## config.mk

```make
export PLATFORM = sky130hd
export DESIGN_NAME = axis_frame_sequencer_flat
export DESIGN_NICKNAME = d
export VERILOG_FILES = /design/src/rtl/axis_frame_sequencer_pkg.sv /design/src/rtl/axis_frame_sequencer_if.sv /design/src/rtl/axis_frame_counter.sv /design/src/rtl/axis_frame_sequencer.sv /design/src/flat_wrapper.sv
export SDC_FILE = /design/constraint.sdc
export NUM_CORES = 1
export LEC_CHECK = 0
export CAP_MARGIN = 25
export CORE_ASPECT_RATIO = 0.7
export CORE_MARGIN = 2
export CORE_UTILIZATION = 51
export CTS_CLUSTER_DIAMETER = 100
export DETAILED_ROUTE_END_ITERATION = 10
export DONT_BUFFER_PORTS = 1
export GPL_ROUTABILITY_DRIVEN = 0
export PLACE_DENSITY = 0.81
export SLEW_MARGIN = 0
export SYNTH_ARGS = -nofsm -noshare
export SYNTH_HDL_FRONTEND = slang
export SYNTH_HIERARCHICAL = 1
export SYNTH_SLANG_ARGS = --single-unit
```

## constraint.sdc

```tcl
create_clock -name clk -period 2.4 [get_ports clk]
set_input_delay 0.24 -clock clk [delete_from_list [all_inputs] [get_ports clk]]
set_output_delay 0.24 -clock clk [all_outputs]
set_load 0.05 [all_outputs]
```

## src/rtl/axis_frame_sequencer_pkg.sv

```systemverilog
// Shared types and register layout for the AXI-Stream frame sequencer.
// Also used by the AXI-Lite control slave.
package axis_frame_sequencer_pkg;

  localparam int CNT_WIDTH_DEF = 16;

  localparam int CTRL_START_BIT = 0;
  localparam int CTRL_ABORT_BIT = 1;

  localparam int STAT_BUSY_BIT = 0;
  localparam int STAT_DONE_BIT = 1;
  localparam int STAT_ERR_BIT  = 2;

  typedef enum logic [1:0] {
    ST_IDLE = 2'd0,
    ST_RUN  = 2'd1,
    ST_DONE = 2'd2
  } seq_state_t;

endpackage

```

## src/rtl/axis_frame_sequencer_if.sv

```systemverilog
// AXI-Stream bundle used on both sides of the frame sequencer.
// master drives payload/valid, slave drives ready.
interface axis_frame_sequencer_if #(
  parameter int DATA_WIDTH = 32
);
  localparam int KEEP_WIDTH = DATA_WIDTH / 8;

  logic [DATA_WIDTH-1:0] tdata;
  logic                  tvalid;
  logic                  tready;
  logic                  tlast;
  logic [KEEP_WIDTH-1:0] tkeep;

  modport master (
    output tdata, tvalid, tlast, tkeep,
    input  tready
  );

  modport slave (
    input  tdata, tvalid, tlast, tkeep,
    output tready
  );
endinterface

```

## src/rtl/axis_frame_counter.sv

```systemverilog
// Column/row beat counters with end-of-frame flag.
// AXIS_FRAME_SOF_TUSER_EN adds the first-beat flag.
module axis_frame_counter
  import axis_frame_sequencer_pkg::*;
#(
  parameter int CNT_WIDTH = CNT_WIDTH_DEF
) (
  input  logic                 clk,
  input  logic                 rst_n,
  input  logic                 clr,
  input  logic                 beat,
  input  logic [CNT_WIDTH-1:0] w_last,
  input  logic [CNT_WIDTH-1:0] h_last,
`ifdef AXIS_FRAME_SOF_TUSER_EN
  output logic                 is_first,
`endif
  output logic                 is_last
);

  logic [CNT_WIDTH-1:0] col;
  logic [CNT_WIDTH-1:0] row;
  logic                 col_end;
  logic                 row_end;

  assign col_end = (col == w_last);
  assign row_end = (row == h_last);
  assign is_last = col_end & row_end;

`ifdef AXIS_FRAME_SOF_TUSER_EN
  assign is_first = (col == '0) & (row == '0);
`endif

  always_ff @(posedge clk or negedge rst_n) begin
    if (!rst_n) begin
      col <= '0;
      row <= '0;
    end else begin
      unique case (1'b1)
        clr: begin
          col <= '0;
          row <= '0;
        end
        (!clr && beat && col_end): begin
          col <= '0;
          row <= row_end ? '0 : row + CNT_WIDTH'(1);
        end
        (!clr && beat && !col_end): begin
          col <= col + CNT_WIDTH'(1);
        end
        default: begin
          col <= col;
          row <= row;
        end
      endcase
    end
  end

endmodule

```

## src/rtl/axis_frame_sequencer.sv

```systemverilog
// Gates an AXI-Stream into the datapath for one w x h frame, regenerates TLAST.
// AXIS_FRAME_SOF_TUSER_EN adds m_axis_tuser start-of-frame output.
module axis_frame_sequencer
  import axis_frame_sequencer_pkg::*;
#(
  parameter int DATA_WIDTH = 32,
  parameter int CNT_WIDTH  = CNT_WIDTH_DEF
) (
  input  logic                  clk,
  input  logic                  rst_n,
  input  logic                  cfg_start,
  input  logic                  cfg_abort,
  input  logic [CNT_WIDTH-1:0]  cfg_width,
  input  logic [CNT_WIDTH-1:0]  cfg_height,
  axis_frame_sequencer_if.slave  s_axis,
  axis_frame_sequencer_if.master m_axis,
`ifdef AXIS_FRAME_SOF_TUSER_EN
  output logic                  m_axis_tuser,
`endif
  output logic                  status_busy,
  output logic                  status_done,
  output logic                  status_err,
  output logic [CNT_WIDTH-1:0]  status_frame_cnt,
  output logic                  irq
);

  seq_state_t           state;
  logic [CNT_WIDTH-1:0] w_last;
  logic [CNT_WIDTH-1:0] h_last;
  logic                 run;
  logic                 beat;
  logic                 geom_ok;
  logic                 start_ok;
  logic                 cnt_clr;
  logic                 is_last;

  assign run      = (state == ST_RUN);
  assign beat     = run & s_axis.tvalid & m_axis.tready;
  assign geom_ok  = (cfg_width != '0) & (cfg_height != '0);
  assign start_ok = (state == ST_IDLE) & cfg_start & geom_ok;
  assign cnt_clr  = start_ok | (run & cfg_abort);

  // Zero-latency pass-through, gated shut outside RUN
  assign m_axis.tdata  = s_axis.tdata[DATA_WIDTH-1:0];
  assign m_axis.tkeep  = s_axis.tkeep[DATA_WIDTH/8-1:0];
  assign m_axis.tvalid = run & s_axis.tvalid;
  assign m_axis.tlast  = run & is_last;
  assign s_axis.tready = run & m_axis.tready;

`ifdef AXIS_FRAME_SOF_TUSER_EN
  logic is_first;

  assign m_axis_tuser = run & s_axis.tvalid & is_first;
`endif

  axis_frame_counter #(
    .CNT_WIDTH (CNT_WIDTH)
  ) u_cnt (
    .clk      (clk),
    .rst_n    (rst_n),
    .clr      (cnt_clr),
    .beat     (beat),
    .w_last   (w_last),
    .h_last   (h_last),
`ifdef AXIS_FRAME_SOF_TUSER_EN
    .is_first (is_first),
`endif
    .is_last  (is_last)
  );

  always_ff @(posedge clk or negedge rst_n) begin
    if (!rst_n) begin
      state            <= ST_IDLE;
      w_last           <= '0;
      h_last           <= '0;
      status_busy      <= 1'b0;
      status_done      <= 1'b0;
      status_err       <= 1'b0;
      status_frame_cnt <= '0;
      irq              <= 1'b0;
    end else begin
      irq <= 1'b0;
      unique case (state)
        ST_IDLE: begin
          if (cfg_start) begin
            if (geom_ok) begin
              w_last      <= cfg_width - CNT_WIDTH'(1);
              h_last      <= cfg_height - CNT_WIDTH'(1);
              status_done <= 1'b0;
              status_err  <= 1'b0;
              status_busy <= 1'b1;
              state       <= ST_RUN;
            end else begin
              status_err <= 1'b1;
            end
          end
        end
        ST_RUN: begin
          // Abort wins over a coincident final beat and leaves err alone
          if (cfg_abort) begin
            status_busy <= 1'b0;
            state       <= ST_IDLE;
          end else if (beat) begin
            if (s_axis.tlast != is_last) status_err <= 1'b1;
            if (is_last) begin
              status_busy      <= 1'b0;
              status_done      <= 1'b1;
              irq              <= 1'b1;
              status_frame_cnt <= status_frame_cnt + CNT_WIDTH'(1);
              state            <= ST_DONE;
            end
          end
        end
        ST_DONE: begin
          state <= ST_IDLE;
        end
        default: begin
          state <= ST_IDLE;
        end
      endcase
    end
  end

endmodule

```

## src/flat_wrapper.sv

```systemverilog
// flat-port wrapper written by rule: the top's interface ports become plain ports
module axis_frame_sequencer_flat import axis_frame_sequencer_pkg::*;
#(
  parameter int DATA_WIDTH = 32,
  parameter int CNT_WIDTH  = CNT_WIDTH_DEF
)
  (clk, rst_n, cfg_start, cfg_abort, cfg_width, cfg_height, status_busy, status_done, status_err, status_frame_cnt, irq, s_axis_tdata, s_axis_tvalid, s_axis_tlast, s_axis_tkeep, s_axis_tready, m_axis_tdata, m_axis_tvalid, m_axis_tlast, m_axis_tkeep, m_axis_tready);
  axis_frame_sequencer_if #(.DATA_WIDTH(DATA_WIDTH)) s_axis_i ();
  axis_frame_sequencer_if #(.DATA_WIDTH(DATA_WIDTH)) m_axis_i ();
  input  logic clk;
  input  logic rst_n;
  input  logic cfg_start;
  input  logic cfg_abort;
  input  logic [CNT_WIDTH-1:0] cfg_width;
  input  logic [CNT_WIDTH-1:0] cfg_height;
  output logic status_busy;
  output logic status_done;
  output logic status_err;
  output logic [CNT_WIDTH-1:0] status_frame_cnt;
  output logic irq;
  input wire logic [$bits(s_axis_i.tdata)-1:0] s_axis_tdata;
  input wire logic [$bits(s_axis_i.tvalid)-1:0] s_axis_tvalid;
  input wire logic [$bits(s_axis_i.tlast)-1:0] s_axis_tlast;
  input wire logic [$bits(s_axis_i.tkeep)-1:0] s_axis_tkeep;
  output wire logic [$bits(s_axis_i.tready)-1:0] s_axis_tready;
  output wire logic [$bits(m_axis_i.tdata)-1:0] m_axis_tdata;
  output wire logic [$bits(m_axis_i.tvalid)-1:0] m_axis_tvalid;
  output wire logic [$bits(m_axis_i.tlast)-1:0] m_axis_tlast;
  output wire logic [$bits(m_axis_i.tkeep)-1:0] m_axis_tkeep;
  input wire logic [$bits(m_axis_i.tready)-1:0] m_axis_tready;
  assign s_axis_i.tdata = s_axis_tdata;
  assign s_axis_i.tvalid = s_axis_tvalid;
  assign s_axis_i.tlast = s_axis_tlast;
  assign s_axis_i.tkeep = s_axis_tkeep;
  assign s_axis_tready = s_axis_i.tready;
  assign m_axis_tdata = m_axis_i.tdata;
  assign m_axis_tvalid = m_axis_i.tvalid;
  assign m_axis_tlast = m_axis_i.tlast;
  assign m_axis_tkeep = m_axis_i.tkeep;
  assign m_axis_i.tready = m_axis_tready;
  axis_frame_sequencer #(.DATA_WIDTH(DATA_WIDTH), .CNT_WIDTH(CNT_WIDTH)) u_core (.clk(clk), .rst_n(rst_n), .cfg_start(cfg_start), .cfg_abort(cfg_abort), .cfg_width(cfg_width), .cfg_height(cfg_height), .s_axis(s_axis_i), .m_axis(m_axis_i), .status_busy(status_busy), .status_done(status_done), .status_err(status_err), .status_frame_cnt(status_frame_cnt), .irq(irq));
endmodule
```

==> impl_metrics.py, run 1 <==
metrics = {
    "logic_synthesis": {
        "synth_fp_nets": 595,
        "syn_avg_cell_area_um2": 10.3,
        "syn_area_um2": 5310,
        "synth_most_common_cell": "dfrtp_1",
        "yosys.area.top_type": "dfrtp_1",
        "yosys-top-cells-count": "dfrtp_1, xnor2_1, buf_4",
        "ys_ff_latch": 86,
        "ys_seq_area_share_pct": 40.5,
        "synth.area.top_cells": "dfrtp_1, xnor2_1, mux2_4",
        "synth_enable_flop_cells": 0,
        "ys.flop_type": "dfrtp_1",
        "netlist.area_leader.share_pct": 40.5,
        "async_flop_share_pct": 100,
        "yosysWarnings": 6,
        "syn_inst": 513,
        "synth_cell_type_count": 56,
    },
    "timing": {
        "drv_slew": 0,
        "timing.final.ws_setup_ns": -0.0278,
        "fmax_ghz": 0.412,
        "tightestPinTransition_ns": 0.602,
        "rsz0062_at_grt": "true",
        "fin_crit_ns": 2.43,
        "finalClockSkew_ns": 0.00894,
        "fin_crit_sh_pct": 101,
        "hold_viol": 0,
        "slew_headroom_pct": 59.9,
        "finalSetupViolCount": 3,
    },
    "grt": {
        "grt_pass1_vias": 3958,
        "antenna_found_initial": 0,
        "grt_usage_pct": 21.6,
        "grt_overflow": 0,
        "grt_max_degree": 87,
        "grt_pass1_wl_um": 19500,
    },
    "setup_path": {
        "worstPathArrival_ns": 2.19,
        "cp_max_fo": 4,
        "endpoint_kind": "primary output",
        "worstPathCellList": "xnor2_2 > nand4_1 > nor4_4 > and2_4 > buf_6 > and2_4 > buf_8",
        "max_stage_delay_ns": 0.43,
        "worstPathRequired_ns": 2.16,
        "timing_worst_setup_path_type": "register to primary output",
        "cp-start-kind": "register",
        "cp_slowest_cell": "dfrtp_1",
        "rr_startpoint": "u_core/h_last[2]$_DFFE_PN0P_",
        "cp-startpoint": "u_core/h_last[2]$_DFFE_PN0P_",
        "worst_path_most_repeated_cell": "and2_4",
    },
    "worst_hold_path": {
        "hp-start": "cfg_start",
        "hold_path_class": "primary input to register",
    },
    "pwr": {
        "irDropWorstVdd_v": 0.000453,
        "power.density_nw_per_um2": 618,
        "p_total_w": 0.00373,
        "total_leakage_power_nw": 2.72,
    },
    "final_layout": {
        "drive_above_1_share_pct": 28.2,
        "area_delta_synth_final_pct": 13.7,
        "fin_nets": 620,
        "instances_no_fill": 675,
        "diodes": 0,
    },
    "routing": {
        "via_count": 4117,
        "vias_per_cell": 6.10,
        "drcViolationCount": 0,
        "drt_pass1_iterations": 5,
        "drt_iter0_markers": 409,
        "drt-total-wl_um": 12600,
        "postRouteAntennaNets": 0,
        "wl_per_cell_um": 18.7,
    },
    "status": {
        "violations": "negative setup slack",
        "status": "complete, but fails checks",
    },
    "clocking": {
        "clock_path_buffers": 2,
        "numCtsBuffers": 9,
        "cts_tree": "built",
        "cts_root_buf": "clkbuf_16",
        "insertion_delay_ns": 0.34,
        "path_clk_slew_ns": 0.07,
        "cts.sinks": 86,
        "cts.htree.levels": 3,
    },
    "floorplan": {
        "die_width_um": 126,
        "initial_core_util_pct": 51.8,
        "die_h_um": 89.4,
        "num_rows": 31,
        "io_pins": 134,
        "dieArea_um2": 11300,
        "core_area_um2": 10200,
    },
    "place": {
        "hpwlAfterDp_um": 8330,
        "port_buffers": 0,
        "dp.cells": 645,
    },
    "flow_run": {
        "maxCapViolations": 0,
    },
}
layout by cell type (no fill, tap or decap), types with 5 or more instances in the layout:
| master | n |
|---|---|
| a21o_1 | 11 |
| and3_1 | 11 |
| buf_4 | 57 |
| clkbuf_16 | 9 |
| dfrtp_1 | 86 |
| ha_1 | 7 |
| inv_1 | 12 |
| mux2_2 | 6 |
| mux2_4 | 25 |
| nand2_1 | 26 |
| nand3_1 | 15 |
| nand4_1 | 12 |
| nor2_1 | 31 |
| nor2b_1 | 6 |
| nor3_1 | 15 |
| o21ai_0 | 26 |
| o21ai_1 | 7 |
| o31ai_1 | 10 |
| o41ai_2 | 5 |
| xnor2_1 | 46 |
| xor2_1 | 28 |
worst max-delay path, delay by kind of cell (launching register included):
kind | cells | cell delay, ns
xor+xnor | 1 | 0.21
simple gates | 4 | 0.95
flops | 1 | 0.43
buf+inv | 2 | 0.25
layer usage:
metal | vias to the layer above | GRT usage (%) | part of all wire (%)
met5 | - | 0 | 0
met1 | 2025 | 28.7 | 43
met2 | 216 | 35.3 | 47
li1 | 1831 | - | -
met4 | 0 | 6.79 | 2.2
met3 | 45 | 5.57 | 7.7
through the flow:
stage / setup slack (ns) / util (%) / TNS, ns / area [um2] / hold slack (ns)
after floorplan: -0.607 / - / -16.51 / 5360 / -0.0556
after global placement: -0.352 / 53.7 / -7.54 / 5500 / -0.0538
after detailed placement: -0.414 / 53.7 / -9.72 / 5500 / -0.0541
after CTS: -0.0103 / 57.4 / -0.0175 / 5880 / 0.0888
after global routing: -0.0768 / 59.0 / -0.431 / 6040 / 0.100
final: -0.0278 / 59.0 / -0.0326 / 6040 / 0.0949
layout make-up:
cell class                 instances  area, um2
fill                             784       4200
clock buffer                      10        239
clock inverter                     6       45.0
inverter                          13       48.8
timing repair buffer              64        518
tap                              132        165
multi-input combinational        364       2870
sequential                        86       2150
state kept, by name, summed over array words and instances (netlist names):
name and flops:
u_core/h_last 16, u_core/status_frame_cnt 16, u_core/u_cnt/col 16, u_core/u_cnt/row 16, u_core/w_last 16, u_core/state 2, u_core/irq 1, u_core/status_busy 1
u_core/status_done 1, u_core/status_err 1
where the power goes:
| part | switching (W) | leakage, nW | internal [W] |
|---|---|---|---|
| Combinational | 0.000304 | 1.47 | 0.000367 |
| Clock | 0.000583 | 0.143 | 0.000737 |
| Sequential | 0.000150 | 1.11 | 0.00159 |
| Total | 0.00104 | 2.72 | 0.00269 |
logic make-up after synthesis:
family | Yosys count | synth area share (%)
buffers and inverters | 65 | 8.41
DFF | 86 | 40.5
xor gates and xnor gates | 77 | 12.8
AOI/OAI and AO/OA | 75 | 9.59
and+or+nand+nor | 172 | 18.6
muxes | 31 | 8.34
adders and majority gates | 7 | 1.65
final timing paths:
| path | endpoint | slack [ns] | depth (start not counted) |
|---|---|---|---|
| setup / recovery | m_axis_tlast | -0.03 | 7 |
| min in group asynchronous | u_core/h_last[15]$_DFFE_PN0P_ | 0.47 | 2 |
| max in group asynchronous | u_core/u_cnt/row[5]$_DFFE_PN0P_ | 1.58 | 2 |
| setup reg to reg | u_core/status_frame_cnt[6]$_DFFE_PN0P_ | 0 | 8 |
| hold / removal | u_core/status_err$_DFFE_PN0P_ | 0.09 | 2 |
| hold reg to reg | u_core/u_cnt/row[15]$_DFFE_PN0P_ | 0.53 | 1 |
timing repair:
item / in CTS / in global routing
hold buffers: 3 / 0
hold endpoints to repair: 87 / 0
setup endpoints to repair: 13 / 24
gates cloned: 0 / 3
gates resized for setup: 3 / 25
setup buffers: 4 / 4
pin swaps: 5 / 10
(Power assumes the default switching activity.)
==> inputs of run 2 (changes only) <==
--- a/config.mk
+++ b/config.mk
@@ -6,14 +6,16 @@
 export NUM_CORES = 1
 export LEC_CHECK = 0
 export CAP_MARGIN = 25
+export CELL_PAD_IN_SITES_DETAIL_PLACEMENT = 1
+export CELL_PAD_IN_SITES_GLOBAL_PLACEMENT = 1
 export CORE_ASPECT_RATIO = 0.7
 export CORE_MARGIN = 2
-export CORE_UTILIZATION = 51
+export CORE_UTILIZATION = 44
 export CTS_CLUSTER_DIAMETER = 100
 export DETAILED_ROUTE_END_ITERATION = 10
 export DONT_BUFFER_PORTS = 1
 export GPL_ROUTABILITY_DRIVEN = 0
-export PLACE_DENSITY = 0.81
+export PLACE_DENSITY = 0.88
 export SLEW_MARGIN = 0
 export SYNTH_ARGS = -nofsm -noshare
 export SYNTH_HDL_FRONTEND = slang
==> run 2 against run 1 <==
  * The run still ends with negative setup slack left
  * Core utilization fell by 4.6 points
  * Worst setup slack worse by 0.032 ns
  * Worst hold slack improved by 0.032 ns
  * Register-to-register slack lost 0.05 ns
  * Via count up 1.4%
  * Sequential share of layout area shrank 1.9 points
  * Final area is 5.5% higher
  * Largest cell class unchanged
==> impl_metrics.py, run 2 (synthesis results as in run 1) <==
metrics = {
    "status": {
        "status": "complete, but fails checks",
        "violations": "negative setup slack",
    },
    "clocking": {
        "cts_root_buf": "clkbuf_16",
        "clock_path_buffers": 2,
        "cts.htree.levels": 3,
        "cts.sinks": 86,
        "insertion_delay_ns": 0.35,
        "path_clk_slew_ns": 0.06,
        "cts_tree": "built",
        "numCtsBuffers": 9,
    },
    "timing": {
        "fin_crit_ns": 2.46,
        "fin_crit_sh_pct": 102,
        "fmax_ghz": 0.407,
        "slew_headroom_pct": 59.8,
        "finalClockSkew_ns": 0.00924,
        "rsz0062_at_grt": "true",
        "finalSetupViolCount": 11,
        "timing.final.ws_setup_ns": -0.0595,
        "hold_viol": 0,
        "drv_slew": 0,
        "tightestPinTransition_ns": 0.603,
    },
    "floorplan": {
        "die_h_um": 95.9,
        "io_pins": 134,
        "dieArea_um2": 13000,
        "initial_core_util_pct": 45.3,
        "die_width_um": 135,
        "num_rows": 33,
        "core_area_um2": 11700,
    },
    "setup_path": {
        "cp_slowest_cell": "or4_4",
        "endpoint_kind": "register",
        "max_stage_delay_ns": 0.46,
        "worstPathArrival_ns": 2.70,
        "worstPathRequired_ns": 2.64,
        "timing_worst_setup_path_type": "primary input to register",
        "r2r_cells": 8,
        "rr_endpoint": "u_core/u_cnt/row[5]$_DFFE_PN0P_",
        "rr_startpoint": "u_core/u_cnt/row[11]$_DFFE_PN0P_",
        "critPathBufInv": 2,
        "cp_top_family": "simple AND/OR/NAND/NOR gates",
        "cp_max_fo": 5,
        "cp-startpoint": "cfg_width[9]",
        "endpoint": "u_core/u_cnt/row[3]$_DFFE_PN0P_",
        "cp-start-kind": "primary input",
        "reg2reg_slack_ns": -0.05,
        "worstPathCellList": "or3_4 > or4_4 > nor4_4 > nor2_4 > a21o_4 > inv_4 > o41ai_4 > or2_4 > clkbuf_16 > o31ai_4",
        "worst-path-stages": 10,
    },
    "final_layout": {
        "diodes": 0,
        "area_delta_synth_final_pct": 20.0,
        "instances_no_fill": 712,
        "fillerInstances": 1271,
        "final_common_cell": "dfrtp_1",
        "final_cell_mix": "dfrtp_1, buf_4, xnor2_1",
        "fin_nets": 634,
        "drive_above_1_share_pct": 31.9,
    },
    "place": {
        "dp.cells": 681,
        "dp_slack_ns": -0.490,
        "port_buffers": 0,
        "hpwlAfterDp_um": 10300,
    },
    "routing": {
        "drcViolationCount": 0,
        "wl_per_cell_um": 22.5,
        "drt_iter0_markers": 227,
        "postRouteAntennaNets": 0,
        "drt-total-wl_um": 16000,
        "vias_per_cell": 5.86,
        "drt_pass1_iterations": 4,
        "via_count": 4173,
    },
    "worst_hold_path": {
        "min_path_cells": 2,
        "hold_path_class": "primary input to register",
    },
    "grt": {
        "grt_overflow": 0,
        "grt_max_degree": 87,
        "grt_pass1_vias": 4430,
        "antenna_found_initial": 0,
        "grt_usage_pct": 23.7,
        "grt_pass1_wl_um": 23500,
    },
    "pwr": {
        "power.density_nw_per_um2": 612,
        "p_total_w": 0.00390,
        "irDropWorstVdd_v": 0.000353,
        "total_leakage_power_nw": 2.89,
    },
    "flow_run": {
        "maxCapViolations": 0,
    },
}
-- run 2: changes by cell type in the layout (fill, tap and decap cells not counted), moves of 2 or more --
cell / delta
o21ai_0: -5
o31ai_1: -7
buf_4: +12
nor3_4: +2
o31ai_4: +5
o41ai_2: -3
o31ai_2: +2
o21ai_1: +4
nor3_2: -3
inv_6: -2
o41ai_4: +3
-- run 2: repair_timing --
item | CTS | global route
pin swaps | 10 | 19
hold buffers | 3 | 0
gates resized for setup | 20 | 42
setup buffers | 4 | 7
cloned | 2 | 2
hold endpoints to repair | 87 | 0
setup endpoints to repair | 28 | 39
-- run 2: area by class of cell --
| class | count | area [um2] | area share [%] |
|---|---|---|---|
| tap | 157 | 196 | 3.08 |
| timing repair buffer | 78 | 653 | 10.3 |
| clock inverter | 4 | 48.8 | 0.766 |
| clock buffer | 10 | 239 | 3.75 |
| sequential | 86 | 2150 | 33.8 |
| multi-input combinational | 364 | 3030 | 47.6 |
| inverter | 13 | 51.3 | 0.805 |
-- run 2: worst min path at each step --
stage,from,to,slack (ns)
after floorplan,rst_n,u_core/h_last[0]$_DFFE_PN0P_,-0.06
after global placement,rst_n,u_core/w_last[8]$_DFFE_PN0P_,-0.05
after detailed placement,rst_n,u_core/u_cnt/col[10]$_DFFE_PN0P_,-0.05
after CTS,cfg_abort,u_core/irq$_DFF_PN0_,0.11
after global routing,cfg_abort,u_core/irq$_DFF_PN0_,0.12
final,cfg_abort,u_core/irq$_DFF_PN0_,0.13
-- run 2: routing by layer --
metal	GRT usage [%]	vias up	share of wire (%)	routed length [um]
met2	42.5	110	52	8260
met4	8.16	0	3.0	484
met1	28.5	2169	41	6510
met5	0	-	0	0
li1	-	1848	-	-
met3	5.21	46	4.6	730
-- run 2: power by group --
| part | total [W] | switching (W) | leakage, nW | internal [W] |
|---|---|---|---|---|
| Clock | 0.00140 | 0.000581 | 0.144 | 0.000822 |
| Sequential | 0.00175 | 0.000164 | 1.11 | 0.00159 |
| Combinational | 0.000741 | 0.000352 | 1.63 | 0.000389 |
| Total | 0.00390 | 0.00110 | 2.89 | 0.00280 |
-- run 2: through the flow --
stage	utilization, %	hold WS [ns]	instance area, um2	TNS [ns]
final	54.3	0.127	6370	-0.336
after global routing	54.3	0.121	6370	-1.75
after CTS	51.9	0.111	6080	-0.205
after detailed placement	47.9	-0.0532	5620	-11.03
after global placement	47.9	-0.0534	5620	-8.01
after floorplan	-	-0.0556	5360	-16.51
==> inputs of run 3 (changes only) <==
--- a/config.mk
+++ b/config.mk
@@ -5,16 +5,18 @@
 export SDC_FILE = /design/constraint.sdc
 export NUM_CORES = 1
 export LEC_CHECK = 0
+export ABC_AREA = 1
 export CAP_MARGIN = 25
 export CELL_PAD_IN_SITES_DETAIL_PLACEMENT = 1
 export CELL_PAD_IN_SITES_GLOBAL_PLACEMENT = 1
 export CORE_ASPECT_RATIO = 0.7
 export CORE_MARGIN = 2
-export CORE_UTILIZATION = 44
+export CORE_UTILIZATION = 41
 export CTS_CLUSTER_DIAMETER = 100
 export DETAILED_ROUTE_END_ITERATION = 10
 export DONT_BUFFER_PORTS = 1
 export GPL_ROUTABILITY_DRIVEN = 0
+export HOLD_SLACK_MARGIN = 0.1
 export PLACE_DENSITY = 0.88
 export SLEW_MARGIN = 0
 export SYNTH_ARGS = -nofsm -noshare
==> run 3 against run 2 <==
  * The flow now finishes without violations
  * Maximum frequency grew 5.7%
  * Cell count grew 48%
  * Largest cell class unchanged
  * Die area grew 19%
  * Final area grew 3.1%
  * Total power grew 16%
  * Clock power is essentially flat
  * Critical endpoint is now m_axis_tlast
  * Synthesized area grew 11%
==> impl_metrics.py, run 3 <==
metrics = {
    "logic_synthesis": {
        "yosys.area.top_type": "dfrtp_1",
        "syn_inst": 845,
        "netlist.area_leader.share_pct": 36.4,
        "synth_most_common_cell": "nand2_1",
        "yosys-top-cells-count": "nand2_1, nor2_1, dfrtp_1",
        "ys.flop_type": "dfrtp_1",
        "synth_top_family_by_area": "simple AND/OR/NAND/NOR gates",
        "synth.area.top_cells": "dfrtp_1, nand2_1, nor2_1",
        "yosys.area_share.adder_pct": 1.48,
        "syn_avg_cell_area_um2": 7.00,
        "syn_area_um2": 5910,
        "synth_fp_nets": 927,
        "yosysWarnings": 6,
        "muxShareOfSynthArea_pct": 0,
        "synth_enable_flop_cells": 0,
        "synth_cell_type_count": 32,
        "ys_seq_area_share_pct": 36.4,
        "ys_ff_latch": 86,
        "yosys.area_share.simple_pct": 35.0,
        "async_flop_share_pct": 100,
        "synth_compound_area_share_pct": 4.19,
        "synth_xor_area_share_pct": 10.5,
    },
    "routing": {
        "top_layer_used": "met4",
        "drcViolationCount": 0,
        "postRouteAntennaNets": 0,
        "vias_per_cell": 5.13,
        "met3_length_um": 1240,
        "wl_met2_um": 8420,
        "via_count": 5419,
        "drt_iter0_markers": 364,
        "drt-total-wl_um": 18200,
        "drt_pass1_iterations": 5,
        "wl_per_cell_um": 17.2,
        "met1Wirelength_um": 8160,
    },
    "status": {
        "status": "finished, final reports clean",
    },
    "setup_path": {
        "cp_max_fo": 3,
        "r2r_cells": 11,
        "worstPathRequired_ns": 2.16,
        "worstPathArrival_ns": 2.09,
        "max_stage_delay_ns": 0.39,
        "timing_worst_setup_path_type": "register to primary output",
        "worstPathCellList": "xnor2_1 > nand2_1 > nor2_1 > nand2_2 > nor3_4 > inv_2 > buf_4 > nor2_4 > buf_8",
        "rr_endpoint": "u_core/status_done$_DFFE_PN0P_",
        "cp_slowest_cell": "dfrtp_1",
        "cp_top_family": "simple AND/OR/NAND/NOR gates",
        "rr_startpoint": "u_core/u_cnt/row[13]$_DFFE_PN0P_",
        "cp-start-kind": "register",
        "reg2reg_slack_ns": 0.17,
        "endpoint_kind": "primary output",
        "critPathBufInv": 3,
    },
    "floorplan": {
        "die_width_um": 148,
        "die_h_um": 104,
        "num_rows": 36,
        "io_pins": 134,
        "core_area_um2": 14000,
        "dieArea_um2": 15400,
        "initial_core_util_pct": 42.2,
    },
    "pwr": {
        "pwr-share-seq_pct": 44.0,
        "irDropWorstVdd_v": 0.000444,
        "p_total_w": 0.00451,
        "internal_power_w": 0.00291,
        "clock_power_share_pct": 31.5,
        "switchingPower_w": 0.00160,
        "sw_frac_of_total_pct": 35.4,
        "power.density_nw_per_um2": 686,
        "combPwrFrac_pct": 24.5,
        "total_leakage_power_nw": 3.11,
    },
    "place": {
        "hpwlAfterDp_um": 12500,
        "port_buffers": 0,
    },
    "final_layout": {
        "diodes": 0,
        "area_delta_synth_final_pct": 11.1,
        "multiInputGateArea_um2": 3070,
        "fin_nets": 943,
        "seqCellArea_um2": 2160,
        "final_cell_mix": "nand2_1, nor2_1, dfrtp_1",
        "final_common_cell": "nand2_1",
        "drive_above_1_share_pct": 13.5,
        "fillerInstances": 1777,
    },
    "timing": {
        "tightestPinTransition_ns": 0.612,
        "finalSetupViolCount": 0,
        "tns_ns": 0,
        "hold_viol": 0,
        "finalClockSkew_ns": 0.0113,
        "drv_slew": 0,
        "fmax_ghz": 0.430,
        "fin_crit_ns": 2.33,
        "slew_headroom_pct": 59.2,
        "fin_crit_sh_pct": 97.0,
    },
    "worst_hold_path": {
        "hold_path_class": "primary input to register",
        "min_path_cells": 3,
        "holdPathEnd": "u_core/h_last[4]$_DFFE_PN0P_",
        "hp-start": "cfg_height[4]",
    },
    "clocking": {
        "cts_root_buf": "clkbuf_16",
        "cts.sinks": 86,
        "numCtsBuffers": 9,
        "cts_tree": "built",
        "path_clk_slew_ns": 0.07,
        "insertion_delay_ns": 0.35,
        "clock_path_buffers": 2,
        "cts.htree.levels": 3,
    },
    "grt": {
        "grt_pass1_vias": 5686,
        "grt_max_degree": 87,
        "grt_pass1_wl_um": 29200,
        "antenna_found_initial": 0,
        "grt_overflow": 0,
        "grt_usage_pct": 23.7,
    },
    "flow_run": {
        "maxCapViolations": 0,
    },
}
[run 3: cell types whose count changed after synthesis, moves of 9 or more]
cell     previous run  this run
a21o_1             12         0
inv_1              13        78
xnor2_1            48        32
mux2_4             25         0
xor2_1             28        39
nand4_1            12         3
nor2_1             31       113
o31ai_1            10         0
nand3_1            17        49
nand2_2             1        10
and3_1             11         0
nand2_1            26       288
[run 3: power groups by stage]
stage	Clock [W]	Combinational, W	Sequential (W)
CTS	0.00145	0.00105	0.00198
global route	0.00151	0.00125	0.00201
finish	0.00142	0.00110	0.00198
detailed placement	0	0.000959	0.00200
global placement	0	0.000905	0.00199
floorplan	0	0.000931	0.00193
[run 3: routing by layer]
metal | vias to the layer above | global-route usage (%)
li1 | 2592 | -
met1 | 2652 | 31.9
met2 | 142 | 37.5
met3 | 33 | 6.67
met4 | 0 | 6.18
met5 | - | 0
[run 3: how the worst max path moves through the flow]
stage,cells after the start,slack [ns],endpoint,startpoint
final,9,0.07,m_axis_tlast,u_core/u_cnt/row[13]$_DFFE_PN0P_
after global routing,11,-0.04,m_axis_tlast,u_core/u_cnt/row[5]$_DFFE_PN0P_
after CTS,12,0.004,m_axis_tlast,u_core/w_last[0]$_DFFE_PN0P_
after detailed placement,16,0.05,u_core/status_busy$_DFFE_PN0P_,u_core/u_cnt/col[6]$_DFFE_PN0P_
after global placement,13,0.13,u_core/status_done$_DFFE_PN0P_,u_core/u_cnt/col[10]$_DFFE_PN0P_
after floorplan,10,0.03,m_axis_tlast,u_core/u_cnt/col[4]$_DFFE_PN0P_
[run 3: layout make-up]
cell class	count	area share, %
multi-input cells	621	46.7
flip-flops and latches	86	32.9
repair buffers	57	7.20
inverters	86	5.03
well taps	190	3.62
clock buffers	10	3.49
clock inverters	6	1.09
[run 3: cell families (layout without fill, tap and decap cells)]
family,count (synthesis),after routing
AO/OA/AOI/OAI,49,49
XOR/XNOR,71,71
adder cells (fa/ha/maj),7,7
buffers and inverters,138,159
flip-flops,86,86
AND/OR/NAND/NOR,494,494
[run 3: timing repair]
action,CTS,global route
hold buffers,8,0
endpoints found under the hold margin,95,0
buffers inserted,7,9
endpoints found under the setup margin,2,19
pin swaps,5,9
resized for setup,10,14
[run 3: stage by stage]
stage / hold slack (ns) / instance area [um2] / cells / worst slack (ns) / utilization, %
finish: 0.104 / 6570 / 1056 / 0.0729 / 46.9
global route: 0.108 / 6570 / 1056 / -0.0354 / 46.9
floorplan: -0.0556 / 5910 / 845 / 0.0297 / -
CTS: 0.101 / 6470 / 1047 / 0.00398 / 46.2
global placement: -0.0520 / 6000 / 1016 / 0.130 / 42.8
detailed placement: -0.0529 / 6000 / 1016 / 0.0471 / 42.8
[run 3: tightest hold or removal path, stage by stage]
cell     delay [ns]
xnor2_1        0.06
nand2_1        0.07
nand2_1        0.05
